==> config.mk <==
export PLATFORM = sky130hd
export DESIGN_NAME = cpu_clk_sched
export DESIGN_NICKNAME = d
export VERILOG_FILES = /design/src/rtl/cpu_clk_sched_pkg.sv /design/src/rtl/cpu_clk_sched_debounce.sv /design/src/rtl/cpu_clk_sched.sv
export SDC_FILE = /design/constraint.sdc
export NUM_CORES = 1
export LEC_CHECK = 0
export ABC_CLOCK_PERIOD_IN_PS = 7500
export BUFFER_PORTS_ARGS = -buffer_cell sky130_fd_sc_hd__buf_2
export CORE_MARGIN = 4
export CORE_UTILIZATION = 55
export CTS_CLUSTER_DIAMETER = 120
export CTS_CLUSTER_SIZE = 40
export DETAILED_ROUTE_END_ITERATION = 16
export GPL_ROUTABILITY_DRIVEN = 0
export HOLD_SLACK_MARGIN = 0.08
export PLACE_DENSITY = 0.75
export RECOVER_POWER = 50
export SLEW_MARGIN = 20
export SYNTH_ARGS = -nofsm -noshare
export SYNTH_HDL_FRONTEND = slang
export SYNTH_SLANG_ARGS = --single-unit
==> constraint.sdc <==
create_clock -name I_CLK -period 7.5 [get_ports I_CLK]
set_clock_uncertainty 0.15 [all_clocks]
set_input_delay 1.5 -clock I_CLK [delete_from_list [all_inputs] [get_ports I_CLK]]
set_output_delay 1.5 -clock I_CLK [all_outputs]
set_load 0.1 [all_outputs]
==> src/rtl/cpu_clk_sched_pkg.sv <==
// Shared encodings and divisor selection for the CPU clock-enable scheduler.
package cpu_clk_pkg;

    localparam int unsigned DIV_W = 32;

    typedef enum logic [1:0] {
        ST_PAUSE = 2'b00,
        ST_RUN   = 2'b01,
        ST_HALT  = 2'b10
    } st_e;

    function automatic logic [DIV_W-1:0] div_sel(
        input logic [1:0]       sel,
        input logic [DIV_W-1:0] d0,
        input logic [DIV_W-1:0] d1,
        input logic [DIV_W-1:0] d2,
        input logic [DIV_W-1:0] d3
    );
        logic [DIV_W-1:0] r;
        case (sel)
            2'd0:    r = d0;
            2'd1:    r = d1;
            2'd2:    r = d2;
            default: r = d3;
        endcase
        return r;
    endfunction

endpackage

==> src/rtl/cpu_clk_sched_debounce.sv <==
// Button synchroniser, debouncer and single-cycle rising-edge pulse.
module btn_debounce #(
    parameter int unsigned DEB_CYCLES = 1000000
) (
    input  logic clk_i,
    input  logic rst_i,
    input  logic btn_i,
    output logic pulse_o
);

    localparam int unsigned CW = (DEB_CYCLES > 1) ? $clog2(DEB_CYCLES) : 1;
    localparam logic [CW-1:0] CNT_MAX = CW'(DEB_CYCLES - 1);

    logic          s1_q, s2_q;
    logic [1:0]    vld_q;
    logic [CW-1:0] cnt_q, cnt_d;
    logic          lvl_q, lvl_d, lvl_dly_q;
    logic          armed_q, armed_d;
    logic          pulse_q;

    always_comb begin
        cnt_d = '0;
        lvl_d = lvl_q;
        if (s2_q != lvl_q) begin
            if (cnt_q == CNT_MAX) begin
                lvl_d = s2_q;
            end else begin
                cnt_d = cnt_q + CW'(1);
            end
        end
    end

    // A button held through reset must be seen released before it can step.
    assign armed_d = armed_q | (vld_q[1] & ~s2_q & ~lvl_q);

    always_ff @(posedge clk_i or posedge rst_i) begin
        if (rst_i) begin
            s1_q      <= 1'b0;
            s2_q      <= 1'b0;
            vld_q     <= 2'b00;
            cnt_q     <= '0;
            lvl_q     <= 1'b0;
            lvl_dly_q <= 1'b0;
            armed_q   <= 1'b0;
            pulse_q   <= 1'b0;
        end else begin
            s1_q      <= btn_i;
            s2_q      <= s1_q;
            vld_q     <= {vld_q[0], 1'b1};
            cnt_q     <= cnt_d;
            lvl_q     <= lvl_d;
            lvl_dly_q <= lvl_q;
            armed_q   <= armed_d;
            pulse_q   <= armed_q & lvl_q & ~lvl_dly_q;
        end
    end

    assign pulse_o = pulse_q;

endmodule

==> src/rtl/cpu_clk_sched.sv <==
// CPU clock-enable scheduler: free-run divider, pause, single-step and halt.
module cpu_clk_sched
    import cpu_clk_pkg::*;
#(
    parameter int unsigned DIV0       = 1,
    parameter int unsigned DIV1       = 100,
    parameter int unsigned DIV2       = 100000,
    parameter int unsigned DIV3       = 25000000,
    parameter int unsigned DEB_CYCLES = 1000000,
    parameter int unsigned CNT_W      = 32
) (
    input  logic             I_CLK,
    input  logic             rst,
    input  logic             run_sw,
    input  logic [1:0]       speed_sel,
    input  logic             step_btn,
    input  logic             halt_req,
    output logic             cpu_ce,
    output logic [1:0]       state,
    output logic [CNT_W-1:0] tick_cnt
);

    st_e              state_q, state_d;
    logic [DIV_W-1:0] cnt_q, cnt_d;
    logic [DIV_W-1:0] div_q, div_eff;
    logic [CNT_W-1:0] tick_q;
    logic             step_pulse;
    logic             tick_hit;
    logic             ce;

    btn_debounce #(
        .DEB_CYCLES(DEB_CYCLES)
    ) u_deb (
        .clk_i  (I_CLK),
        .rst_i  (rst),
        .btn_i  (step_btn),
        .pulse_o(step_pulse)
    );

    // New rate only takes effect at a period boundary.
    assign div_eff = (cnt_q == '0)
                   ? div_sel(speed_sel, DIV_W'(DIV0), DIV_W'(DIV1),
                             DIV_W'(DIV2), DIV_W'(DIV3))
                   : div_q;
    assign tick_hit = (cnt_q == div_eff - DIV_W'(1));

    always_ff @(posedge I_CLK or posedge rst) begin
        if (rst) begin
            state_q <= ST_PAUSE;
        end else begin
            state_q <= state_d;
        end
    end

    always_comb begin
        state_d = state_q;
        unique case (state_q)
            ST_PAUSE: begin
                if (ce && halt_req) state_d = ST_HALT;
                else if (run_sw)    state_d = ST_RUN;
            end
            ST_RUN: begin
                if (ce && halt_req) state_d = ST_HALT;
                else if (!run_sw)   state_d = ST_PAUSE;
            end
            ST_HALT: state_d = ST_HALT;
            default: state_d = ST_PAUSE;
        endcase
    end

    always_comb begin
        ce = 1'b0;
        unique case (state_q)
            ST_PAUSE: ce = step_pulse;
            ST_RUN:   ce = tick_hit;
            default:  ce = 1'b0;
        endcase
    end

    always_comb begin
        cnt_d = '0;
        if (state_q == ST_RUN && run_sw && !(ce && halt_req) && !tick_hit) begin
            cnt_d = cnt_q + DIV_W'(1);
        end
    end

    always_ff @(posedge I_CLK or posedge rst) begin
        if (rst) begin
            cnt_q  <= '0;
            div_q  <= DIV_W'(DIV0);
            tick_q <= '0;
        end else begin
            cnt_q  <= cnt_d;
            div_q  <= div_eff;
            tick_q <= tick_q + CNT_W'(ce);
        end
    end

    assign cpu_ce   = ce;
    assign state    = state_q;
    assign tick_cnt = tick_q;

endmodule

==> out/results.tsv, run 1 <==
metric	value	unit
outcome	finished, violations left	
failed_checks	max-capacitance violations, max-slew violations	
wl	18.1	mm
tritoncts	done	
grt_setup_unrepaired	no	
cts_max_level	4	
layout.nets	831	
regToRegStartpoint	cnt_q[0]	
drt_iter0_drc	522	
fin_ws	0.438	ns
dp_hpwl	12.3	mm
worst-r2r-setup-slack	0.62	ns
wire_per_inst	18.1	µm
worst_pin_slew	3.42	ns
design.die.area	15700	µm²
layout-drive-gt1-share	16.0	%
grt_max_degree	80	
worstHoldPathType	reg2reg	
drv_slew	129	
n_antenna_cell	0	
via_per_inst	6.02	
first_pass_iters	5	
synth_enable_flop_cells	0	
syn_area_per_cell	9.63	µm²
rows	42	
die_y	125	µm
fmax	0.142	GHz
reg2reg_to	tick_cnt[26]	
cp_data_required_time	5.85	ns
core-area	13400	µm²
ys_seq_elements	126	
start_util	56.6	%
grt_overflow_total	0	
period_needed	7.06	ns
reg2reg_depth	25	
power	1820	µW
n_fill_cell	1058	
grt_util_all_layers	23.9	%
postCtsSetupRepairBufs	0	
layout_common_cells	125 x dfrtp_1, 76 x nand2_1, 73 x xnor2_1	
cts_sinks	126	
cts-buffers-inserted	17	
grt_pass1_vias	6216	
synthesis.nets	805	
die_w	125	µm
p_per_area	216	nW/µm²
min_from	u_deb.vld_q[0]	
synth-seq-area-share	41.6	%
hold_viol_final	0	
final_common_cell	dfrtp_1	
port_buffers	41	
critPathKind	reg2out	
grt_antenna_before_repair	0	
synthCells	788	
cp-end-kind	output pin	
area_delta_synth_final	11.4	%
utilization	63.1	%
clock_latency	0.42	ns
place_ws	0.198	ns
tns	0	ns
arrival	5.41	ns
clkTransAtPathRegs	0.06	ns
ios	42	
syn-cell-area	7590	µm²
ant_nets	0	
path_max_fanout	6	
period_share	94.2	%
slew_headroom	-129	%
leakagePower	0.00380	µW
cts_root_buffer	clkbuf_16	
worstHoldEndpoint	u_deb.vld_q[1]	
vias	6036	
max-vdd-ir-drop	0.000156	V
startpoint_type	flop	
ys_async_sr_fraction	100	%
setup_viol	0	
yosysWarnings	0	
drv_cap	2	
grt_pass1_wl	30.6	mm
drc	0	
hold-path-cell-count	0	
clock_path_buffers	2	
synth_cell_types	71	
synth_ff_type	dfrtp_1	
## kinds of logic after synthesis
logic type / synth area share (%)
buffers and inverters: 4.83
adders and majority gates: 1.65
AOI/OAI and AO/OA: 7.90
other: 0.0494
xor gates and xnor gates: 13.9
DFF: 41.6
muxes: 1.70
and+or+nand+nor: 28.4
## registers in the layout (all words and copies together) (netlist names)
register         cells
u_deb.cnt_q         20
u_deb.lvl_q          1
u_deb.lvl_dly_q      1
div_q               32
u_deb.s1_q           1
u_deb.pulse_o        1
u_deb.vld_q          2
tick_cnt            32
u_deb.armed_q        1
cnt_q               32
state                2
u_deb.s2_q           1
## area by class of cell
cell class / instances / area [µm²] / area share [%]
multi-input cells: 596 / 4070 / 48.2
flip-flops and latches: 126 / 3150 / 37.3
clock buffers: 20 / 457 / 5.41
repair buffers: 47 / 246 / 2.92
well taps: 176 / 220 / 2.61
clock inverters: 12 / 204 / 2.41
inverters: 26 / 98.8 / 1.17
## cell usage after synthesis (all sizes together) (4+ instances only)
cell type  count  area share [%]
dfrtp        125              41
nand2         78             3.9
xnor2         73             8.4
nor2          67             3.3
nor3          45             5.0
xor2          45             5.2
nand3         35             2.5
inv           26             1.3
and3          25             2.1
a21oi         24             1.7
o21ai         23             1.6
nor4          21             2.9
buf           20             2.5
clkbuf        20             1.0
nand4         17             1.4
and2          15             1.2
or3           14             1.2
ha            10             1.6
mux2i          9             1.4
nand2b         9            0.74
nor2b          9            0.74
and4           6            0.69
nor4b          5            0.66
o211ai         5            0.49
o31ai          5            0.49
a21o           4            0.40
nand3b         4            0.40
o32ai          4            0.46
or4            4            0.40
## worst max-delay path, cell delays in order, from the launching register on
cell and delay [ns]:
dfrtp_1 0.47, inv_1 0.12, ha_1 0.19, nor4b_2 0.28, and4_2 0.39, nand3_4 0.12
mux2i_2 0.30, ha_2 0.29, or4b_1 0.57, nor4_4 0.37, nand2_1 0.11, mux2i_2 0.29
nand2_1 0.09, o32ai_1 0.29, o2111ai_1 0.18, a311oi_2 0.29, buf_4 0.19, a32o_1 0.21
buf_6 0.24
## per-layer routing
layer | vias to the layer above | global-route usage [%] | routed length (µm)
met5 | - | 0 | 0
met4 | 0 | 10.5 | 490
met3 | 60 | 6.40 | 1490
met2 | 265 | 37.3 | 8570
met1 | 2918 | 31.4 | 7560
li1 | 2793 | - | -
## worst max-delay path by stage
stage	cells after the start	endpoint	start	slack (ns)
after floorplan	21	tick_cnt[26]	speed_sel[0]	0.21
after global placement	16	cpu_ce	speed_sel[0]	0.42
final	18	cpu_ce	cnt_q[0]	0.44
after detailed placement	22	tick_cnt[26]	speed_sel[0]	0.20
after CTS	17	cpu_ce	cnt_q[0]	0.06
after global routing	18	cpu_ce	cnt_q[0]	0.04
## through the flow
step / hold WS, ns / std cells / cell area [µm²]
detailed placement: 0.186 / 971 / 7790
global route: 0.207 / 1003 / 8450
CTS: 0.200 / 1003 / 8450
finish: 0.197 / 1003 / 8450
global placement: 0.188 / 971 / 7790
floorplan: 0.181 / 788 / 7590
## repair_timing
action / 4_1_cts / 5_1_grt
resized for setup: 0 / 10
endpoints found under the hold margin: 0 / 0
hold buffers: 0 / 0
setup endpoints to repair: 0 / 10
## power breakdown
group	leakage (µW)	internal (µW)	switching (µW)
combinational	0.00177	68.1	119
sequential	0.00171	694	20.3
clock	0.000325	610	312
(Power assumes the default switching activity.)
==> inputs of run 2 (changes only) <==
- ABC_CLOCK_PERIOD_IN_PS: 7500 -> 6100
- BUFFER_PORTS_ARGS: -buffer_cell sky130_fd_sc_hd__buf_2 -> -buffer_cell sky130_fd_sc_hd__buf_4
- PLACE_DENSITY: 0.75 -> 0.78
- clock period: 7.5 -> 6.1 ns (I/O delays scaled with it)
==> run 2 against run 1 <==
Effect of this change: the flow still finishes with violations (max-capacitance violations, max-slew violations); flip-flop and latch count is the same; final area grew 6.9%; sequential share of layout area shrank 2.3 points; combinational power grew 40%; wire length grew 3.7%; cell count grew 3.4%; power grew 21%; first-iteration DRC count shrank 8.2%; core utilization grew 4.4 points; largest cell class unchanged; largest power group unchanged.
==> out/results.tsv, run 2 (same netlist as run 1, synthesis figures left out) <==
metric	value	unit
grt_overflow_total	0	
start_util	56.6	%
startpoint_type	flop	
layout-drive-gt1-share	23.8	%
crit_chain	inv_2, ha_4, nor4b_4, and4_4, nand3_4, buf_4, nand2_2, ha_4, or4b_4, nor4_4, buf_4, nand4_1, xor2_1, a21oi_2, xnor2_1, o2111ai_2, a311oi_2, buf_4, a32o_4, buf_12	
drv_cap	1	
drv_slew	74	
area_delta_synth_final	19.1	%
arrival	4.73	ns
tritoncts	done	
layout_common_cells	119 x dfrtp_1, 79 x buf_4, 75 x nand2_1	
grt_antenna_before_repair	0	
max-vdd-ir-drop	0.000337	V
worst_pin_slew	3.19	ns
hold_ws	0.202	ns
ant_nets	0	
grt_setup_unrepaired	yes	
cpMostUsedCell	buf_4	
rows	42	
grt_util_all_layers	23.8	%
hold_viol_final	0	
final_common_cell	dfrtp_1	
wl	18.8	mm
drt_iter0_drc	479	
p_per_area	243	nW/µm²
dp_hpwl	12.7	mm
slew_headroom	-114	%
period_needed	6.10	ns
grt_max_degree	74	
place_area	8200	µm²
cts_sinks	126	
first_pass_iters	6	
cp_data_required_time	4.73	ns
crit_buf_inv	5	
holdBufCountCts	0	
final_area	9030	µm²
cts-buffers-inserted	17	
ios	42	
clock_latency	0.43	ns
period_share	99.9	%
vias	6370	
outcome	finished, violations left	
cts_root_buffer	clkbuf_16	
design.die.area	15700	µm²
cts_max_level	4	
die_w	125	µm
die_y	125	µm
core-area	13400	µm²
reg2reg_depth	27	
cp-end-kind	output pin	
crit_family	simple AND/OR/NAND/NOR gates	
clock_path_buffers	2	
n_antenna_cell	0	
port_buffers	41	
grt_pass1_vias	6236	
setup_viol	0	
failed_checks	max-capacitance violations, max-slew violations	
wire_per_inst	18.1	µm
slowest_delay	0.47	ns
leakagePower	0.00404	µW
crit_slowest_cell	or4b_4	
grt_pass1_wl	30.7	mm
drc	0	
via_per_inst	6.14	
critPathKind	reg2out	
worstHoldPathType	reg2reg	
worstSetupPathDepth	20	
fmax	0.164	GHz
hold-path-cell-count	0	
path_max_fanout	4	
layout.nets	865	
clkTransAtPathRegs	0.06	ns
==> run 2: cell types whose count changed in the layout (fill, tap and decap cells not counted), sizes merged <==
cell	before	now
clkbuf	24	21
buf	43	80
clkinvlp	1	2
bufinv	5	3
clkinv	4	5
==> run 2: metal layers <==
layer	global-route usage (%)	share of wire [%]	up-vias
met5	0	0	-
met4	10.1	3.5	0
met3	5.59	8.5	74
met2	37.8	47	319
met1	31.5	41	3104
li1	-	-	2873
==> run 2: through the flow <==
step                instances  TNS (ns)  power [µW]  util, %  worst slack [ns]
floorplan                 788         0        1070        -            0.0293
global placement          994         0        1120     61.2             0.122
detailed placement        994   -0.0223        1130     61.2           -0.0223
CTS                      1030         0        2190     66.2           0.00557
global route             1037    -0.330        2280     67.4            -0.186
finish                   1037         0        2200     67.4           0.00345
==> run 2: final cells by class <==
type | instances | area [µm²]
Clock buffer | 20 | 467
Clock inverter | 12 | 156
Fill cell | 940 | 4370
Inverter | 26 | 98.8
Multi-Input combinational cell | 596 | 4310
Sequential cell | 126 | 3160
Tap cell | 176 | 220
Timing Repair Buffer | 81 | 621
==> run 2: path summary, 6_finish.rpt <==
| kind | from | end | slack (ns) |
|---|---|---|---|
| setup / recovery | cnt_q[1] | cpu_ce | 0.003 |
| hold / removal | u_deb.s1_q | u_deb.s2_q | 0.20 |
| setup reg to reg | cnt_q[1] | tick_cnt[31] | 0.19 |
| hold reg to reg | u_deb.s1_q | u_deb.s2_q | 0.20 |
| max in group asynchronous | rst | cnt_q[25] | 2.45 |
| min in group asynchronous | rst | tick_cnt[12] | 1.57 |
==> run 2: timing repair <==
action	CTS	global route
setup endpoints to repair	1	6
setup buffers	4	7
gates cloned	0	0
gates resized for setup	5	27
pin swaps	4	17
==> run 2: report_power, final <==
group	switching, µW	internal (µW)
logic	158	103
clock network	383	677
registers	23.9	853
total	565	1630
